<file path="src/rtl/div_arb_pkg.sv">
// div_arb_pkg: owner encoding and in-flight entry type shared by the divider arbiter and its tracker
package div_arb_pkg;
    localparam logic OWNER_REQ0 = 1'b0;
    localparam logic OWNER_REQ1 = 1'b1;
    typedef struct packed {
        logic valid;
        logic owner;
    } inflight_t;
endpackage

</file>
<file path="src/rtl/div_share_arbiter_if.sv">
// div_share_arbiter_if: requester, datapath and response signals of the shared divider arbiter
interface div_share_arbiter_if #(parameter int WIDTH = 64);
    logic             req0_valid;
    logic             req0_ready;
    logic [WIDTH-1:0] req0_dividend;
    logic [WIDTH-1:0] req0_divisor;
    logic             req1_valid;
    logic             req1_ready;
    logic [WIDTH-1:0] req1_dividend;
    logic [WIDTH-1:0] req1_divisor;
    logic             dp_valid;
    logic [WIDTH-1:0] dp_dividend;
    logic [WIDTH-1:0] dp_divisor;
    logic [WIDTH-1:0] dp_result;
    logic             rsp0_valid;
    logic [WIDTH-1:0] rsp0_data;
    logic             rsp1_valid;
    logic [WIDTH-1:0] rsp1_data;
    logic             flush;
    logic             busy;
    modport slave (
        input  req0_valid, req0_dividend, req0_divisor,
        input  req1_valid, req1_dividend, req1_divisor,
        input  dp_result, flush,
        output req0_ready, req1_ready, dp_valid, dp_dividend, dp_divisor,
        output rsp0_valid, rsp0_data, rsp1_valid, rsp1_data, busy
    );
    modport master (
        output req0_valid, req0_dividend, req0_divisor,
        output req1_valid, req1_dividend, req1_divisor,
        output dp_result, flush,
        input  req0_ready, req1_ready, dp_valid, dp_dividend, dp_divisor,
        input  rsp0_valid, rsp0_data, rsp1_valid, rsp1_data, busy
    );
endinterface

</file>
<file path="src/rtl/div_inflight_tracker.sv">
// div_inflight_tracker: LATENCY-deep {valid, owner} shift line matching the divider pipeline
module div_inflight_tracker
    import div_arb_pkg::*;
#(
    parameter int LATENCY = 10
) (
    input  logic clk,
    input  logic rst_n,
    input  logic issue,
    input  logic owner,
    input  logic flush,
    output logic retire_valid,
    output logic retire_owner,
    output logic busy
);
    inflight_t r_line [LATENCY];

    always_ff @(posedge clk) begin
        if (!rst_n || flush) begin
            for (int i = 0; i < LATENCY; i++) r_line[i] <= '0;
        end else begin
            r_line[0] <= '{valid: issue, owner: owner};
            for (int i = 1; i < LATENCY; i++) r_line[i] <= r_line[i-1];
        end
    end

    assign retire_valid = r_line[LATENCY-1].valid;
    assign retire_owner = r_line[LATENCY-1].owner;

    always_comb begin
        busy = 1'b0;
        for (int i = 0; i < LATENCY; i++) busy = busy | r_line[i].valid;
    end
endmodule

</file>
<file path="src/rtl/div_share_arbiter.sv">
// div_share_arbiter: two requesters sharing one fixed-latency divider, round-robin issue and tagged responses.
// Define DIV_ARB_FIXED_PRIO_EN to make requester 0 win every tie instead of round-robin.
module div_share_arbiter
    import div_arb_pkg::*;
#(
    parameter int WIDTH   = 64,
    parameter int LATENCY = 10
) (
    input logic               clk,
    input logic               rst_n,
    div_share_arbiter_if.slave bus
);
    logic w_en;
    logic w_pref0;
    logic w_gnt0;
    logic w_gnt1;
    logic w_rsp0;
    logic w_rsp1;
    logic w_ret_v;
    logic w_ret_own;
    logic w_busy;

`ifdef DIV_ARB_FIXED_PRIO_EN
    assign w_pref0 = 1'b1;
`else
    logic r_last;
    // Reset points at requester 1 so requester 0 wins the first tie
    always_ff @(posedge clk) begin
        if (!rst_n) r_last <= OWNER_REQ1;
        else if (w_gnt0 || w_gnt1) r_last <= w_gnt1 ? OWNER_REQ1 : OWNER_REQ0;
    end
    assign w_pref0 = (r_last == OWNER_REQ1);
`endif

    always_comb begin
        w_en            = rst_n && !bus.flush;
        w_gnt0          = w_en && bus.req0_valid && (!bus.req1_valid || w_pref0);
        w_gnt1          = w_en && bus.req1_valid && !w_gnt0;
        w_rsp0          = w_en && w_ret_v && (w_ret_own == OWNER_REQ0);
        w_rsp1          = w_en && w_ret_v && (w_ret_own == OWNER_REQ1);
        bus.req0_ready  = w_gnt0;
        bus.req1_ready  = w_gnt1;
        bus.dp_valid    = w_gnt0 || w_gnt1;
        bus.dp_dividend = w_gnt0 ? bus.req0_dividend : w_gnt1 ? bus.req1_dividend : {WIDTH{1'b0}};
        bus.dp_divisor  = w_gnt0 ? bus.req0_divisor  : w_gnt1 ? bus.req1_divisor  : {WIDTH{1'b0}};
        bus.rsp0_valid  = w_rsp0;
        bus.rsp1_valid  = w_rsp1;
        bus.rsp0_data   = w_rsp0 ? bus.dp_result : {WIDTH{1'b0}};
        bus.rsp1_data   = w_rsp1 ? bus.dp_result : {WIDTH{1'b0}};
        bus.busy        = rst_n && w_busy;
    end

    div_inflight_tracker #(.LATENCY(LATENCY)) u_tracker (
        .clk          (clk),
        .rst_n        (rst_n),
        .issue        (w_gnt0 || w_gnt1),
        .owner        (w_gnt1 ? OWNER_REQ1 : OWNER_REQ0),
        .flush        (bus.flush),
        .retire_valid (w_ret_v),
        .retire_owner (w_ret_own),
        .busy         (w_busy)
    );
endmodule

</file>
<file path="src/flat_wrapper.sv">
// flat-port wrapper written by rule: the top's interface ports become plain ports
module div_share_arbiter_flat import div_arb_pkg::*;
#(
    parameter int WIDTH   = 64,
    parameter int LATENCY = 10
)
  (clk, rst_n, bus_req0_valid, bus_req0_dividend, bus_req0_divisor, bus_req1_valid, bus_req1_dividend, bus_req1_divisor, bus_dp_result, bus_flush, bus_req0_ready, bus_req1_ready, bus_dp_valid, bus_dp_dividend, bus_dp_divisor, bus_rsp0_valid, bus_rsp0_data, bus_rsp1_valid, bus_rsp1_data, bus_busy);
  div_share_arbiter_if #(.WIDTH(WIDTH)) bus_i ();
  input logic clk;
  input logic rst_n;
  input wire logic [$bits(bus_i.req0_valid)-1:0] bus_req0_valid;
  input wire logic [$bits(bus_i.req0_dividend)-1:0] bus_req0_dividend;
  input wire logic [$bits(bus_i.req0_divisor)-1:0] bus_req0_divisor;
  input wire logic [$bits(bus_i.req1_valid)-1:0] bus_req1_valid;
  input wire logic [$bits(bus_i.req1_dividend)-1:0] bus_req1_dividend;
  input wire logic [$bits(bus_i.req1_divisor)-1:0] bus_req1_divisor;
  input wire logic [$bits(bus_i.dp_result)-1:0] bus_dp_result;
  input wire logic [$bits(bus_i.flush)-1:0] bus_flush;
  output wire logic [$bits(bus_i.req0_ready)-1:0] bus_req0_ready;
  output wire logic [$bits(bus_i.req1_ready)-1:0] bus_req1_ready;
  output wire logic [$bits(bus_i.dp_valid)-1:0] bus_dp_valid;
  output wire logic [$bits(bus_i.dp_dividend)-1:0] bus_dp_dividend;
  output wire logic [$bits(bus_i.dp_divisor)-1:0] bus_dp_divisor;
  output wire logic [$bits(bus_i.rsp0_valid)-1:0] bus_rsp0_valid;
  output wire logic [$bits(bus_i.rsp0_data)-1:0] bus_rsp0_data;
  output wire logic [$bits(bus_i.rsp1_valid)-1:0] bus_rsp1_valid;
  output wire logic [$bits(bus_i.rsp1_data)-1:0] bus_rsp1_data;
  output wire logic [$bits(bus_i.busy)-1:0] bus_busy;
  assign bus_i.req0_valid = bus_req0_valid;
  assign bus_i.req0_dividend = bus_req0_dividend;
  assign bus_i.req0_divisor = bus_req0_divisor;
  assign bus_i.req1_valid = bus_req1_valid;
  assign bus_i.req1_dividend = bus_req1_dividend;
  assign bus_i.req1_divisor = bus_req1_divisor;
  assign bus_i.dp_result = bus_dp_result;
  assign bus_i.flush = bus_flush;
  assign bus_req0_ready = bus_i.req0_ready;
  assign bus_req1_ready = bus_i.req1_ready;
  assign bus_dp_valid = bus_i.dp_valid;
  assign bus_dp_dividend = bus_i.dp_dividend;
  assign bus_dp_divisor = bus_i.dp_divisor;
  assign bus_rsp0_valid = bus_i.rsp0_valid;
  assign bus_rsp0_data = bus_i.rsp0_data;
  assign bus_rsp1_valid = bus_i.rsp1_valid;
  assign bus_rsp1_data = bus_i.rsp1_data;
  assign bus_busy = bus_i.busy;
  div_share_arbiter #(.WIDTH(WIDTH), .LATENCY(LATENCY)) u_core (.clk(clk), .rst_n(rst_n), .bus(bus_i));
endmodule
</file>
<file path="config.mk">
export PLATFORM = sky130hd
export DESIGN_NAME = div_share_arbiter_flat
export DESIGN_NICKNAME = d
export VERILOG_FILES = /design/src/rtl/div_arb_pkg.sv /design/src/rtl/div_share_arbiter_if.sv /design/src/rtl/div_inflight_tracker.sv /design/src/rtl/div_share_arbiter.sv /design/src/flat_wrapper.sv
export SDC_FILE = /design/constraint.sdc
export NUM_CORES = 1
export LEC_CHECK = 0
export CAP_MARGIN = 0
export CORE_AREA = 2 2 231 233
export CTS_CLUSTER_SIZE = 12
export DETAILED_ROUTE_END_ITERATION = 10
export DIE_AREA = 0 0 233 235
export PLACE_DENSITY_LB_ADDON = 0.08
export SETUP_SLACK_MARGIN = 0.4
export SYNTH_ARGS = -nofsm -noshare
export SYNTH_HDL_FRONTEND = slang
export SYNTH_SLANG_ARGS = --single-unit
</file>
<file path="constraint.sdc">
create_clock -name clk -period 1.5 [get_ports clk]
set_clock_uncertainty 0.2 [all_clocks]
set_input_delay 0.225 -clock clk [delete_from_list [all_inputs] [get_ports clk]]
set_output_delay 0.225 -clock clk [all_outputs]
set_load 0.005 [all_outputs]
</file>
==> results.md <==
- After detailed routing, the number of remaining DRC violations is 0.
- The die outline area is 0.0548 mm2.
- The global-route wire length before repair is 46.7 mm.
- TritonCTS created 3 clock buffers.
- Summing all flip-flop and latch instances after layout gives 424 um2.
- The core region area is 0.0522 mm2.
- The largest buffer count on any clock path is 2.
- STA classifies the critical path startpoint as a flip-flop.
- The number of violations reported at the end of detailed-routing iteration 0 is 110.
- The initial antenna violation count came to 2.
- CTS placed an instance of sky130_fd_sc_hd__clkbuf_16 at the clock tree root.
- The number of warnings issued by yosys is 0.
- Routability-driven placement finished with a final weighted congestion of 0.830.
- The data arrival at the endpoint of the critical path is 1.85 ns.
- STA classifies the critical path endpoint as an output pin.
- The floorplan has 84 rows.
- The cell leakage power is 5.71 nW.
- The tool flagged a number of max-cap violations equal to 0.
- The max-slew violation count was 0.
- The synthesized net count is 683.
- TritonCTS built the clock tree.
- The run finished, with violations left.
- Clock-pin slew was measured on the worst setup and hold paths at 0.05 ns.
- The completed layout was analyzed and its total power is 0.00295 W.
- The multi-input logic area is 0.00257 mm2.
- In this run the most critical hold path is launched from rst_n.
- The total routed wirelength is 35.7 mm.
- The worst voltage drop across the vdd grid is 0.000349 V.
- After synthesis, the netlist uses 25 different library cells.
- The library cell used most frequently in the layout, excluding fill and tap cells, is sky130_fd_sc_hd__clkdlybuf4s50_1.
- The start-to-end type of the worst setup path is reg -> out.
- Of all nets on the critical path, the largest fanout is 7.
- The total I/O pin count is 587.
- The library cells used most frequently in the layout, excluding fill and tap cells, are sky130_fd_sc_hd__clkdlybuf4s50_1 (320), sky130_fd_sc_hd__buf_6 (213), sky130_fd_sc_hd__and2_4 (128).
- The global router's overall resource usage is 11.8%.
- The power density relative to cell area is 236 mW/mm2.
- The number of H-tree branching levels is 1.
- For this run, the top clock speed supported by timing is 439 MHz.
- The final net count is 1434.
- The synthesized area is 0.00303 mm2.
- The remaining number of nets flagged by the antenna check after routing is 0.
- After layout, the worst setup slack is -0.778 ns.
- During placement, the flow inserted port buffers numbering 586.
- Clock latency on the worst-skew pair, taken at its later pin, is 0.25 ns.
- The layout cell share with drive strength beyond 1 is 55.1%.
- Counting I/O delays and the setup requirement, the final critical path takes 2.28 ns.
- In this run the critical register-to-register path is launched from u_core.r_last.
- Traced cell by cell, the critical path runs through nand2b_4 -> and3_4 -> buf_12 -> buf_16 -> buf_6 -> buf_6 -> clkbuf_16 -> a22o_1 -> buf_2.
- For this design, the slowest cell found on the critical path is sky130_fd_sc_hd__dfxtp_2.
- The mean instance size in the synthesized netlist is 8.46 um2.
- The worst hold-check slack is 0.0474 ns.
- The number of standard cells after synthesis is 358.
- The die span in y is 235 um.
- The clock net in this run drives a total of 21 sinks.
- Dividing the detail-routed wire length by the instance count gives 19.8 um.
- The origin of the worst setup path is u_core.r_last.
- The share of the Yosys chip area taken by registers is 13.9%.
- The worst-margin pin slew is 0.233 ns.
- The first detailed-routing pass took 4 iterations.
- After filler insertion, the fill cell instance count of the layout stands at 5673.
- For this run the aggregate overflow at the end of global routing stands at 0.
- The final cycle utilization of the critical path is 152%.
- The hold violation total from the final report is 0.
- The initial cell density of the core is 5.80%.
- Setup violations remaining at the end of the flow were counted as 261.
- The number of global-route vias before repair was 6133.
- The half-perimeter wire length after detailed placement is 25.8 mm.
- The layout-stage area growth over the synthesis result is 311%.
- The post-synthesis register bit count is 21.
- The largest single stage delay on the critical path is 0.32 ns.
- Setup repair after global routing could not meet its margin everywhere.
- The via total after detailed routing is 5841.
- The final reports fail on negative setup slack.
- The maximum number of pins on one net before global-route repair is 36.
- The remaining max-slew budget at the tightest pin is 84.3%.
- Data on the critical path is required at its endpoint by 1.07 ns.
- The worst hold path belongs to the class in -> reg.
- The quantity of hold-fixing buffers added after cts is 0.
- The die is 233 um wide.
- The post-detailed-route via-to-cell ratio is 3.25.
- Among the stages of the critical path, the cell type that occurs most often is sky130_fd_sc_hd__buf_6.
## through the flow
step / instances / setup WS, ns / cell area, um2 / utilization [%] / TNS (ns)
6_report: 1798 / -0.778 / 12500 / 23.9 / -152.84
5_1_grt: 1798 / -0.850 / 12500 / 23.9 / -167.61
4_1_cts: 1744 / -0.905 / 11600 / 22.2 / -159.30
3_5_place_dp: 1630 / -1.23 / 10100 / 19.3 / -281.17
3_3_place_gp: 1630 / -1.21 / 10100 / 19.3 / -277.25
2_1_floorplan: 358 / 0.00605 / 3460 / - / 0
## per-layer routing
layer  global-route usage (%)  wire (um)  vias up
met5                        0          0        -
met4                    0.907        110        0
met3                     2.71       2750        6
met2                     22.6      18600      290
met1                     13.7      14200     2710
li1                         -          -     2835
## state kept, by name, indices dropped and copies added, names as in the netlist
register / count
u_core.u_tracker.r_line: 20
u_core.r_last: 1
## Yosys cell counts
library cell               number  area (um2)
sky130_fd_sc_hd__a22o_1       127        1110
sky130_fd_sc_hd__a22o_4         1        17.5
sky130_fd_sc_hd__a31oi_1        1        6.26
sky130_fd_sc_hd__and2_1       146         913
sky130_fd_sc_hd__and3_1         2        12.5
sky130_fd_sc_hd__and3_4         2        22.5
sky130_fd_sc_hd__and3b_1        1        8.76
sky130_fd_sc_hd__buf_12         1        20.0
sky130_fd_sc_hd__buf_2          4        20.0
sky130_fd_sc_hd__buf_4          2        15.0
sky130_fd_sc_hd__buf_6         15         169
sky130_fd_sc_hd__buf_8         10         150
sky130_fd_sc_hd__clkbuf_1       2        7.51
sky130_fd_sc_hd__clkbuf_2      10        50.1
sky130_fd_sc_hd__dfxtp_1       21         420
sky130_fd_sc_hd__inv_1          1        3.75
sky130_fd_sc_hd__nand2_1        2        7.51
sky130_fd_sc_hd__nand2b_1       1        6.26
sky130_fd_sc_hd__nand3b_1       1        7.51
sky130_fd_sc_hd__nor2_1         1        3.75
sky130_fd_sc_hd__nor2b_2        1        8.76
sky130_fd_sc_hd__nor2b_4        1        13.8
sky130_fd_sc_hd__nor4_1         2        12.5
sky130_fd_sc_hd__o21a_1         2        15.0
sky130_fd_sc_hd__o21ai_0        1        5.00
## report_power, final
part / leakage [nW] / switching, W / internal (W)
Clock: 0.0382 / 0.000187 / 0.000361
Sequential: 0.170 / 0.00000410 / 0.000564
Combinational: 5.50 / 0.000542 / 0.00129
## path summary, 6_finish.rpt
check | end | slack (ns) | depth (start not counted)
setup reg to reg | u_core.u_tracker.r_line[0][0] | 0.42 | 4
hold / removal | u_core.u_tracker.r_line[0][0] | 0.05 | 2
setup / recovery | bus_dp_divisor[34] | -0.78 | 9
hold reg to reg | u_core.u_tracker.r_line[0][8] | 0.22 | 1
## worst max-delay path: cells and delay by family (launching register included)
kind | cells | cell delay [ns]
AOI/OAI and AO/OA | 1 | 0.17
DFF | 1 | 0.32
and+or+nand+nor | 2 | 0.33
buffers and inverters | 6 | 0.77
## repair_timing
action | 4_1_cts | 5_1_grt
pin swaps | 16 | 27
setup buffers | 83 | 44
cloned | 27 | 8
endpoints found under the setup margin | 283 | 264
endpoints found under the hold margin | 0 | 0
resized for setup | 1081 | 248
## final cells by class
cell class / instances / area share, %
antenna: 2 / 0.0402
sequential: 21 / 3.40
clock buffer: 4 / 0.632
inverter: 1 / 0.0301
multi-input combinational: 293 / 20.6
timing repair buffer: 789 / 68.3
tap: 688 / 6.91
## cell families (layout without fill, tap and decap cells)
group / count (synthesis) / in the layout / synth area share [%]
compound gates: 132 / 132 / 38.2
buf+inv: 45 / 794 / 14.4
flops: 21 / 21 / 13.9
other cells: 0 / 2 / 0
simple gates: 160 / 161 / 33.6
(Power assumes the default switching activity.)
